### src/rtl/exponential_block.sv
// Softmax exponential stage: converts each (x - max) difference into e^(x - max)
// with 2^y, y = x*log2(e), 2^f ~= 1+f, and sums every frame of N results.
module exponential_block #(
    parameter int DATA_SIZE      = 32,
    parameter int NUMBER_OF_DATA = 10,
    parameter int FRAC_BITS      = 16
) (
    input  logic                                          clock_i,
    input  logic                                          reset_n_i,
    input  logic                                          start_i,
    input  logic                                          sub_result_valid_i,
    input  logic [DATA_SIZE:0]                            sub_result_i,
    output logic                                          exp_valid_o,
    output logic [FRAC_BITS:0]                            exp_o,
    output logic                                          sum_valid_o,
    output logic [FRAC_BITS+$clog2(NUMBER_OF_DATA):0]     sum_o
);

    localparam int IN_W   = DATA_SIZE + 1;
    localparam int LOG_W  = 17;
    localparam int PROD_W = IN_W + LOG_W;
    localparam int EXP_W  = FRAC_BITS + 1;
    localparam int CNT_W  = $clog2(NUMBER_OF_DATA);
    localparam int SUM_W  = EXP_W + CNT_W;
    localparam int SH_W   = $clog2(FRAC_BITS + 1);

    localparam logic [LOG_W-1:0] LOG2E = 17'd47274;   // log2(e) in Q2.15

    // Stage 1 datapath: clamp positives to zero, scale by log2(e)
    logic [IN_W-1:0]          xc;
    logic signed [PROD_W-1:0] prod;
    logic signed [PROD_W-1:0] y;

    assign xc   = sub_result_i[IN_W-1] ? sub_result_i : '0;
    assign prod = $signed({{LOG_W{xc[IN_W-1]}}, xc}) * $signed({{IN_W{1'b0}}, LOG2E});
    assign y    = prod >>> 15;

    // Stage 2 datapath: split y into integer part n (<= 0) and fraction f
    logic signed [PROD_W-1:0] y_q;
    logic signed [PROD_W-1:0] n;
    logic [PROD_W-1:0]        neg_n;
    logic [EXP_W-1:0]         m;
    logic                     too_small;

    assign n         = y_q >>> FRAC_BITS;
    assign neg_n     = -n;
    assign m         = {1'b1, y_q[FRAC_BITS-1:0]};
    assign too_small = neg_n > PROD_W'(FRAC_BITS);

    logic             v1, v2;
    logic [EXP_W-1:0] m_q;
    logic [SH_W-1:0]  sh_q;
    logic             zero_q;

    // Three-stage exponential pipeline; valid bits travel with the data
    always_ff @(posedge clock_i or negedge reset_n_i) begin
        if (!reset_n_i) begin
            v1          <= 1'b0;
            v2          <= 1'b0;
            exp_valid_o <= 1'b0;
            y_q         <= '0;
            m_q         <= '0;
            sh_q        <= '0;
            zero_q      <= 1'b0;
            exp_o       <= '0;
        end else if (!start_i) begin
            v1          <= 1'b0;
            v2          <= 1'b0;
            exp_valid_o <= 1'b0;
        end else begin
            v1          <= sub_result_valid_i;
            v2          <= v1;
            exp_valid_o <= v2;
            if (sub_result_valid_i) begin
                y_q <= y;
            end
            if (v1) begin
                m_q    <= m;
                sh_q   <= neg_n[SH_W-1:0];
                zero_q <= too_small;
            end
            if (v2) begin
                exp_o <= zero_q ? '0 : (m_q >> sh_q);
            end
        end
    end

    logic [CNT_W-1:0] count;
    logic [SUM_W-1:0] acc;

    // Frame accumulator: publish the sum on the N-th result and restart at once
    always_ff @(posedge clock_i or negedge reset_n_i) begin
        if (!reset_n_i) begin
            count       <= '0;
            acc         <= '0;
            sum_o       <= '0;
            sum_valid_o <= 1'b0;
        end else begin
            sum_valid_o <= 1'b0;
            if (!start_i) begin
                count <= '0;
                acc   <= '0;
            end else if (exp_valid_o) begin
                if (count == CNT_W'(NUMBER_OF_DATA - 1)) begin
                    sum_o       <= acc + SUM_W'(exp_o);
                    sum_valid_o <= 1'b1;
                    acc         <= '0;
                    count       <= '0;
                end else begin
                    acc   <= acc + SUM_W'(exp_o);
                    count <= count + 1'b1;
                end
            end
        end
    end

endmodule

### config.mk
export PLATFORM = sky130hd
export DESIGN_NAME = exponential_block
export DESIGN_NICKNAME = d
export VERILOG_FILES = /design/src/rtl/exponential_block.sv
export SDC_FILE = /design/constraint.sdc
export NUM_CORES = 1
export LEC_CHECK = 0
export ABC_AREA = 1
export CORE_AREA = 2 2 199 201
export DETAILED_ROUTE_END_ITERATION = 16
export DIE_AREA = 0 0 201 203
export GPL_TIMING_DRIVEN = 0
export PLACE_DENSITY = 0.6
export SYNTH_ARGS = -nofsm -noshare
export SYNTH_HDL_FRONTEND = slang
export SYNTH_SLANG_ARGS = --single-unit
export TNS_END_PERCENT = 100
### constraint.sdc
create_clock -name clock_i -period 2.7 [get_ports clock_i]
set_input_delay 0.405 -clock clock_i [delete_from_list [all_inputs] [get_ports clock_i]]
set_output_delay 0.405 -clock clock_i [all_outputs]
set_load 0.02 [all_outputs]
Yosys cells after proc, flatten, opt, wreduce, memory -nomap -nowiden
Cells that the tools add are included.
{"block": "totals", "ff_bits": 125, "latch_bits": 0, "mem_bits_rw": 0, "rom_bits": 0, "inputBits": 37, "output_inout_bits": 40, "elab_cells": 38, "memories": 0}
{"block": "classes", "n_addsub": 3, "mul": 1, "div": 0, "magnitude_cmp": 1, "n_eq_ne": 2, "n_shift": 1, "muxes": 14, "bitwise": 0, "n_reduce_logical": 4}
{"op": "2-to-1 mux 21 bit", "n": 3}
{"op": "> comparator 50 x 5 -> 1 bit (second input constant)", "n": 1}
{"op": "negator 19 -> 50 bit", "n": 1}
{"op": "multiplier 33 x 16 -> 49 bit (second input constant)", "n": 1}
{"op": "2-to-1 mux 33 bit", "n": 1}
{"op": "adder 21 x 17 -> 21 bit", "n": 1}
{"op": "2-to-1 mux 17 bit", "n": 1}
{"op": ">> shifter 17 x 5 -> 17 bit", "n": 1}
{"op": "2-to-1 mux 4 bit", "n": 3}
{"op": "2-to-1 mux 1 bit", "n": 6}
{"op": "AND reduction 2 bit", "n": 3}
{"op": "adder 4 x 1 -> 4 bit (second input constant)", "n": 1}
{"op": "equality test 4 bit (second input constant)", "n": 1}
{"op": "AND reduction 3 bit", "n": 1}
{"op": "inequality test 2 x 1 -> 1 bit (second input constant)", "n": 1}

Depth between registers and ports, before layout
Gate-level depths: netlist of run 1.
{"block": "depth", "word_depth": 4, "mapped_depth": 30, "mapped_depth_nobuf": 28}

Worst setup path before layout of run 1
Ideal clock, no wire load.
{"block": "synth_path", "path_type": "input -> register", "start": "input sub_result_i[32]", "end": "register y_q[33]", "setup_time_ns": 0.118, "arrival_time_ns": 5.535, "required_time_ns": 2.582, "setup_slack_ns": -2.953, "path_stages": 21, "n_path_buf": 3, "cell_sequence": "buf_2 buf_2 clkbuf_1 nand2_1 inv_1 fa_1 ha_1 fa_1 inv_1 fa_1 fa_1 fa_1 inv_1 ha_1 a21oi_1 a21boi_0 nand2_1 a21oi_1 nand4_1 nand3_1 nand2_1"}
{"block": "synth_between", "elab_chain_len": 2}
{"item": "from (decl)", "line_no": "12", "rtl": "input logic [DATA_SIZE:0] sub_result_i,"}
{"item": "2-to-1 mux 33 bit", "line_no": "34", "rtl": "assign xc = sub_result_i[IN_W-1] ? sub_result_i : '0;"}
{"item": "multiplier 33 x 16 -> 49 bit", "line_no": "35", "rtl": "assign prod = $signed({{LOG_W{xc[IN_W-1]}}, xc}) * $signed({{IN_W{1'b0}}, LOG2E});"}
{"item": "to (signal assigned)", "line_no": "75", "rtl": "y_q <= y;"}
{"item": "to (decl)", "line_no": "39", "rtl": "logic signed [PROD_W-1:0] y_q;"}
Every way passes these cells.
A chain may end at the register's enable or synchronous reset.

Worst setup path in the final report of run 1
{"block": "layout_path", "start": "input sub_result_i[32]", "end": "register y_q[25]"}
Same word-level chain as after synthesis.

==> metrics.csv, run 1 <==
metric,value,unit
status,"complete, but fails checks",
violations,negative setup slack,
rsz0062_at_grt,true,
tritoncts,yes,
routedWlPerCell,16.6,um
final.min_clock_period,5.09,ns
synth_edf_count,0,
p_leak,12.1,nW
hold_violations,0,
crit_required,3.06,ns
cap_violations,0,
drv_slew,0,
syn_nets,2775,
critPathCaptureType,flip-flop,
hold_path.class,primary input to flip-flop,
p_per_area,1330,nW/um2
synth_area_leaders,"fa_1, dfrtp_1, ha_1, nand2_1, inv_1",
dp.cells,2971,
grt_pass1_wl,82.2,mm
hpwl,40.9,mm
synthFlopType,dfrtp_1,
synth_cell_types,38,
drt-pass1-iter-count,5,
fmax,0.196,GHz
cp_max_fo,7,
crit_end,y_q[25]$_DFFE_PN0P_,
path_clk_slew,0.06,ns
fin_crit_sh,1.89,
initial_core_util,0.445,
grt_use_total,0.253,
clockRootBuffer,clkbuf_16,
drt_wl_total,52.6,mm
io_buffers,75,
io_pins,77,
dieArea,40800,um2
syn_inst,2377,
crit_path_start_kind,primary input,
worst-setup-path-type,primary input to flip-flop,
grt_pass1_vias,16100,
avgSynthCellArea,7.21,um2
ys_seq_elements,125,
final_antenna_net_count,0,
post-place-ws,-4.02,ns
overflow,0,
vdd_drop_max,0.994,mV
tightest_slew,0.774,ns
die_h,203,um
dr_wl_met3,1.41,mm
grt_max_degree,74,
yosysTopAreaCellShare,0.186,
drive_above_1_share,0.282,
setup_viol,35,
gp_congestion,0.902,
die_w,201,um
worst_slack,-2.39,ns
cts.path.max_buffers,2,
async_flop_share,1.00,
timing.rr.end,sum_o[14]$_DFFE_PN0P_,
via_per_inst,5.10,
antenna_found_initial,0,
area_growth,39.4,%
ys_seq_area_frac,0.183,
power,31.7,mW
yosysTopAreaCell,fa_1,
reg2reg_from,exp_o[0]$_DFFE_PN0P_,
htree_num_levels,4,
startpoint,sub_result_i[32],
route.top_layer_used,met4,
coreArea,38500,um2
wl_met1,23.0,mm
final_core_util,0.621,
finalNetCount,3031,
num_rows,72,
yosys-top-cells-count,"nand2_1, inv_1, ha_1",
relSlewSlack,0.484,
ff2ff_path_depth,11,
cts.sinks,125,
synth_area,17100,um2
remaining_drc_errors,0,
skew,0.0111,ns
clk_latency,0.43,ns
arrival,5.45,ns
wl_met2,25.9,mm
stdcell_count,3164,
cts-buffers-inserted,17,
n_antenna_cell,0,
vias,16100,
rrSetupSlack,0.34,ns
synth.most_common_cell,nand2_1,
ys_warn_count,0,
drtIter0Drc,672,
## per-stage QoR
step	cell area [um2]	setup TNS, ns	hold WS [ns]
after detailed placement	19400	-133.13	0.395
after global routing	23900	-82.31	0.485
after CTS	22800	-75.64	0.450
final	23900	-78.26	0.468
after floorplan	18000	-73.86	0.109
after global placement	19400	-599.94	0.466
## critical path: stages
cell and delay [ns]:
buf_16 0.12, buf_12 0.14, buf_16 0.17, clkbuf_16 0.19, nand2_8 0.07, inv_8 0.04
fa_1 0.53, ha_4 0.21, fa_2 0.55, inv_2 0.05, fa_1 0.51, fa_2 0.45
fa_1 0.50, inv_2 0.04, ha_4 0.31, nand2_4 0.06, inv_4 0.07, buf_6 0.10
nand2_4 0.06, nor3_4 0.31, nand3_2 0.18, nand4_1 0.14, nand3_2 0.11, nand2_1 0.10
## per-layer routing
metal  vias to the layer above  track usage
met4                         0        0.109
met3                       116       0.0193
met2                       337        0.444
met5                         -            0
met1                      7704        0.323
li1                       7969            -
## flip-flops by register name, summed over array words and instances (netlist names)
name	count
exp_o	17
sum_valid_o	1
y_q	35
count	4
m_q	17
sum_o	21
acc	21
v1	1
v2	1
exp_valid_o	1
sh_q	5
zero_q	1
## final cells by class
class	count	area (um2)
Multi-Input combinational cell	1737	15100
Fill cell	3330	14600
Sequential cell	125	3130
Timing Repair Buffer	237	2170
Inverter	479	1900
Tap cell	518	648
Clock buffer	17	425
Buffer	36	268
Clock inverter	15	209
## placed cells by master (no fill, tap or decap), types with 83 or more instances in the layout
master   synthesis  layout
nand2_1        644     482
inv_1          473     386
fa_1           159     136
buf_4            0     131
nor2_1         166     128
dfrtp_1        125     125
ha_1           202     124
o21ai_0        167     112
nand2_2          1      98
nand3_1        121      83
## worst min path at each step
stage	start	to	cells past startpoint
3_5_place_dp	reset_n_i	exp_o[8]$_DFFE_PN0P_	1
5_1_grt	start_i	sum_o[20]$_DFFE_PN0P_	5
4_1_cts	start_i	exp_o[2]$_DFFE_PN0P_	4
2_1_floorplan	reset_n_i	acc[0]$_DFFE_PN0P_	0
6_report	start_i	exp_o[2]$_DFFE_PN0P_	4
3_3_place_gp	sum_o[2]$_DFFE_PN0P_	sum_o[2]$_DFFE_PN0P_	2
## logic make-up (layout without fill, tap and decap cells)
family / after synthesis / count (layout) / synth area share
xor gates and xnor gates: 53 / 53 / 0.0275
and+or+nand+nor: 1004 / 1004 / 0.241
adders and majority gates: 361 / 361 / 0.333
AOI/OAI and AO/OA: 319 / 319 / 0.102
DFF: 125 / 125 / 0.183
buffers and inverters: 515 / 784 / 0.113
## what timing repair did
| action | 4_1_cts | 5_1_grt |
|---|---|---|
| cloned | 1 | 0 |
| gates resized for setup | 477 | 200 |
| endpoints found under the setup margin | 35 | 35 |
| hold buffers | 1 | 0 |
| setup buffers | 123 | 39 |
| pin swaps | 207 | 142 |
| hold endpoints to repair | 52 | 0 |
## power breakdown
part	leakage [nW]	switching [mW]	internal [mW]
clock	0.307	0.915	1.56
combinational	10.1	15.3	11.3
sequential	1.65	0.299	2.27
No activity file was read; power rests on OpenSTA's default activity.
==> run 2: changes to the inputs <==
Settings changed: CAP_MARGIN from default to 25.
==> run 2 against run 1 <==
Against the previous run: the run still ends with negative setup slack left; total power is 2.7% lower; setup slack worse by 0.090 ns; sequential cell count stayed put; global-route usage is 0.14 points lower; worst hold slack better by 0.0049 ns; register-to-register slack hardly changed; highest routed layer unchanged; clock-buffer cell count stayed put; critical path type unchanged; sequential power hardly changed.
==> metrics.csv, run 2 (synthesis gave the netlist of run 1 again) <==
metric,value,unit
stdcell_count,3153,
coreArea,38500,um2
remaining_drc_errors,0,
ff2ff_path_depth,11,
grt_use_total,0.252,
final_common_cell,nand2_1,
cts.sinks,125,
hpwl,40.9,mm
top_regs,"y_q x35, acc x21, sum_o x21",
timing.rr.end,sum_o[14]$_DFFE_PN0P_,
hold_violations,0,
hold_end,sum_o[20]$_DFFE_PN0P_,
num_rows,72,
relSlewSlack,0.430,
dieArea,40800,um2
tritoncts,yes,
antenna_found_initial,0,
rsz0062_at_grt,true,
status,"complete, but fails checks",
slowest_stage,fa_2,
path_clk_slew,0.06,ns
initial_core_util,0.445,
setup_tns,-80.37,ns
place_area,19400,um2
power,30.8,mW
reg2reg_from,exp_o[0]$_DFFE_PN0P_,
final.min_clock_period,5.18,ns
dp.cells,2971,
fin_crit_sh,1.92,
clockRootBuffer,clkbuf_16,
p_leak,12.0,nW
arrival,5.49,ns
die_h,203,um
tightest_slew,0.854,ns
rrSetupSlack,0.33,ns
io_pins,77,
p_per_area,1290,nW/um2
swShare,0.525,
layout_common_cells,"nand2_1, inv_1, fa_1",
p_int,14.6,mW
largest_reg_flops,35,
crit_buf_inv,8,
crit_family,adder cells,
post-place-ws,-4.02,ns
fill_cells,3297,
crit_top_cell,buf_12,
min-delay-start,start_i,
finalNetCount,3020,
overflow,0,
skew,0.00909,ns
cap_violations,0,
p_comb_frac,0.836,
vias,16100,
multiInputGateArea,15100,um2
grt_max_degree,74,
grt_pass1_vias,15900,
htree_num_levels,4,
slowest_delay,0.58,ns
final-seq-area,3130,um2
vdd_drop_max,0.963,mV
fmax,0.193,GHz
grt_pass1_wl,81.6,mm
final_antenna_net_count,0,
cp_max_fo,5,
crit_required,3.01,ns
p_switching,16.2,mW
critPathCaptureType,flip-flop,
crit_path_start_kind,primary input,
design_area,23800,um2
worst_slack,-2.48,ns
worst-setup-path-type,primary input to flip-flop,
cts.path.max_buffers,2,
setup_viol,35,
drtIter0Drc,701,
drive_above_1_share,0.274,
clk_latency,0.42,ns
clockPowerShare,0.080,
io_buffers,75,
hold_path.class,primary input to flip-flop,
routedWlPerCell,16.7,um
regMostFlops,y_q,
area_growth,38.9,%
n_antenna_cell,0,
via_per_inst,5.10,
drv_slew,0,
violations,negative setup slack,
drt-pass1-iter-count,7,
gp_congestion,0.902,
cts-buffers-inserted,17,
die_w,201,um
min_delay_path_depth,5,
pwr-share-seq,0.084,
drt_wl_total,52.8,mm
## run 2: cell types whose count changed in the layout (fill, tap and decap cells not counted), sizes merged
cell	before	now
buf	170	159
bufbuf	1	0
clkdlybuf4s15	5	3
clkdlybuf4s50	52	51
clkinvlp	11	9
dlygate4sd2	16	18
inv	472	474
nand2	645	647
## run 2: repair_timing
action	in CTS	in global routing
cloned	2	1
pin swaps	174	159
hold buffers	1	0
endpoints found under the setup margin	35	35
resized for setup	431	210
endpoints found under the hold margin	52	0
buffers inserted	104	43
## run 2: worst max path at each step
stage                                 from             endpoint  slack (ns)  depth (start not counted)
after floorplan           sub_result_i[32]  y_q[24]$_DFFE_PN0P_       -2.22                         23
after global placement    sub_result_i[32]  y_q[25]$_DFFE_PN0P_       -3.99                         24
after detailed placement  sub_result_i[32]  y_q[10]$_DFFE_PN0P_       -4.02                         21
after CTS                 sub_result_i[32]  y_q[31]$_DFFE_PN0P_       -2.40                         26
after global routing      sub_result_i[32]  y_q[32]$_DFFE_PN0P_       -2.60                         29
final                     sub_result_i[32]  y_q[26]$_DFFE_PN0P_       -2.48                         27
## run 2: per-layer routing
layer,GRT usage,vias up,part of all wire
met2,0.450,372,0.50
met4,0.0905,0,0.036
met5,0,-,0
met1,0.320,7662,0.43
met3,0.0202,111,0.032
li1,-,7939,-
## run 2: power by group through the flow
stage / sequential (mW) / combinational [mW] / clock (mW)
final: 2.58 / 25.8 / 2.47
after global routing: 2.63 / 28.0 / 2.59
after CTS: 2.58 / 22.9 / 2.52
after detailed placement: 2.60 / 16.6 / 0
after global placement: 2.60 / 16.5 / 0
after floorplan: 2.51 / 12.7 / 0
## run 2: area by class of cell
cell class              instances  area share
plain buffers                  36      0.0115
clock buffers                  17      0.0179
clock inverters                15     0.00878
inverters                     479      0.0789
multi-input cells            1739       0.637
flip-flops and latches        125       0.131
well taps                     518      0.0272
repair buffers                224      0.0878
## run 2: through the flow
stage / utilization / hold slack (ns)
final: 0.619 / 0.473
after detailed placement: 0.504 / 0.395
after floorplan: - / 0.109
after global routing: 0.619 / 0.491
after global placement: 0.503 / 0.466
after CTS: 0.588 / 0.454
## run 2: worst register-to-register path: stages, from the launching register on
cell	delay, ns
dfrtp_1	0.43
ha_1	0.29
fa_1	0.49
nand3_1	0.12
nand2_1	0.09
nand2_1	0.10
nand2_1	0.11
nand2_1	0.09
nand2_1	0.09
or2_2	0.30
nand3_1	0.08
nand2_1	0.05
==> run 3: changes to the inputs <==
Settings changed: SETUP_SLACK_MARGIN from default to 0.15.
==> run 3 against run 2 <==
Against the previous run: the flow still finishes with violations (negative setup slack); final cell count about the same; register-to-register slack barely moved; cell area barely moved; largest power group unchanged; highest routed layer unchanged.
==> metrics.csv, run 3 (synthesis gave the netlist of run 1 again) <==
metric,value,unit
status,"complete, but fails checks",
violations,negative setup slack,
slowest_delay,0.57,ns
hpwl,40.9,mm
io_pins,77,
cts.path.max_buffers,2,
cap_violations,0,
coreArea,38500,um2
skew,0.00768,ns
die_w,201,um
via_per_inst,5.08,
dieArea,40800,um2
remaining_drc_errors,0,
worst-setup-path-type,primary input to flip-flop,
grt_pass1_vias,15900,
cp_max_fo,7,
die_h,203,um
worst_slack,-2.47,ns
top_regs,"y_q x35, acc x21, sum_o x21",
critPathCaptureType,flip-flop,
largest_reg_flops,35,
setup_viol,35,
drt_wl_total,52.8,mm
vias,16000,
crit_path_start_kind,primary input,
routedWlPerCell,16.7,um
final_antenna_net_count,0,
n_antenna_cell,0,
hold_slack,0.467,ns
initial_core_util,0.445,
path_clk_slew,0.06,ns
final.min_clock_period,5.17,ns
tritoncts,yes,
dp.cells,2971,
fmax,0.193,GHz
gp_congestion,0.902,
tightest_slew,0.839,ns
rsz0062_at_grt,true,
cts.sinks,125,
p_per_area,1290,nW/um2
grt_use_total,0.252,
drv_slew,0,
final_common_cell,nand2_1,
vdd_drop_max,0.955,mV
clk_latency,0.42,ns
place_area,19400,um2
power,30.7,mW
hold_path.class,primary input to flip-flop,
num_rows,72,
arrival,5.48,ns
grt_max_degree,74,
cts-buffers-inserted,17,
htree_num_levels,4,
crit_family,adder cells,
regMostFlops,y_q,
slowest_stage,fa_2,
stdcell_count,3154,
layout_common_cells,"nand2_1, inv_1, fa_1",
crit_required,3.01,ns
clockRootBuffer,clkbuf_16,
crit_buf_inv,7,
drive_above_1_share,0.276,
grt_pass1_wl,81.6,mm
drt-pass1-iter-count,5,
p_leak,12.0,nW
setup_tns,-79.65,ns
io_buffers,75,
fin_crit_sh,1.91,
design_area,23800,um2
drtIter0Drc,719,
antenna_found_initial,0,
overflow,0,
finalNetCount,3021,
relSlewSlack,0.441,
area_growth,39.0,%
hold_violations,0,
[run 3: cell count changes in the layout (fill, tap and decap cells not counted), sizes merged]
cell,previous run,this run
buf,159,160
[run 3: cell type report]
type                            count  area (um2)
Multi-Input combinational cell   1739       15200
Fill cell                        3315       14700
Sequential cell                   125        3130
Timing Repair Buffer              225        2090
Inverter                          479        1880
Tap cell                          518         648
Clock buffer                       17         425
Buffer                             36         274
Clock inverter                     15         209
[run 3: what timing repair did]
action,4_1_cts,5_1_grt
endpoints found under the hold margin,52,0
hold buffers,1,0
setup buffers,104,43
setup endpoints to repair,35,35
cloned,2,1
pin swaps,174,162
resized for setup,431,216
[run 3: worst paths after layout]
check | endpoint | cells past startpoint | slack (ns) | from
setup / recovery | y_q[26]$_DFFE_PN0P_ | 25 | -2.47 | sub_result_i[32]
hold / removal | sum_o[20]$_DFFE_PN0P_ | 5 | 0.47 | start_i
setup reg to reg | sum_o[14]$_DFFE_PN0P_ | 11 | 0.32 | exp_o[0]$_DFFE_PN0P_
hold reg to reg | sum_o[19]$_DFFE_PN0P_ | 2 | 0.48 | sum_o[19]$_DFFE_PN0P_
max in group asynchronous | sum_o[20]$_DFFE_PN0P_ | 3 | 1.46 | reset_n_i
min in group asynchronous | exp_o[16]$_DFFE_PN0P_ | 2 | 0.51 | reset_n_i
[run 3: metrics by stage]
stage	setup WS, ns	util
after global routing	-2.60	0.619
final	-2.47	0.619
after global placement	-3.99	0.503
after floorplan	-2.22	-
after detailed placement	-4.02	0.504
after CTS	-2.40	0.588
[run 3: metal layers]
metal	track usage	wire length, um	vias up
li1	-	-	7945
met1	0.320	23100	7657
met2	0.450	26400	316
met3	0.0202	1420	111
met4	0.0905	1880	0
met5	0	0	-
[run 3: where the power goes]
part	internal [mW]	switching (mW)	total (mW)
combinational	10.7	14.9	25.7
clock	1.56	0.905	2.47
sequential	2.27	0.303	2.58
total	14.6	16.1	30.7
[run 3: worst reg2reg max path, cell delays in order, from the launching register on]
cell and delay (ns):
dfrtp_1 0.43, ha_1 0.29, fa_1 0.50, nand3_1 0.13, nand2_1 0.09, nand2_1 0.10, nand2_1 0.11, nand2_1 0.09
nand2_1 0.09, or2_2 0.30, nand3_1 0.08, nand2_1 0.06
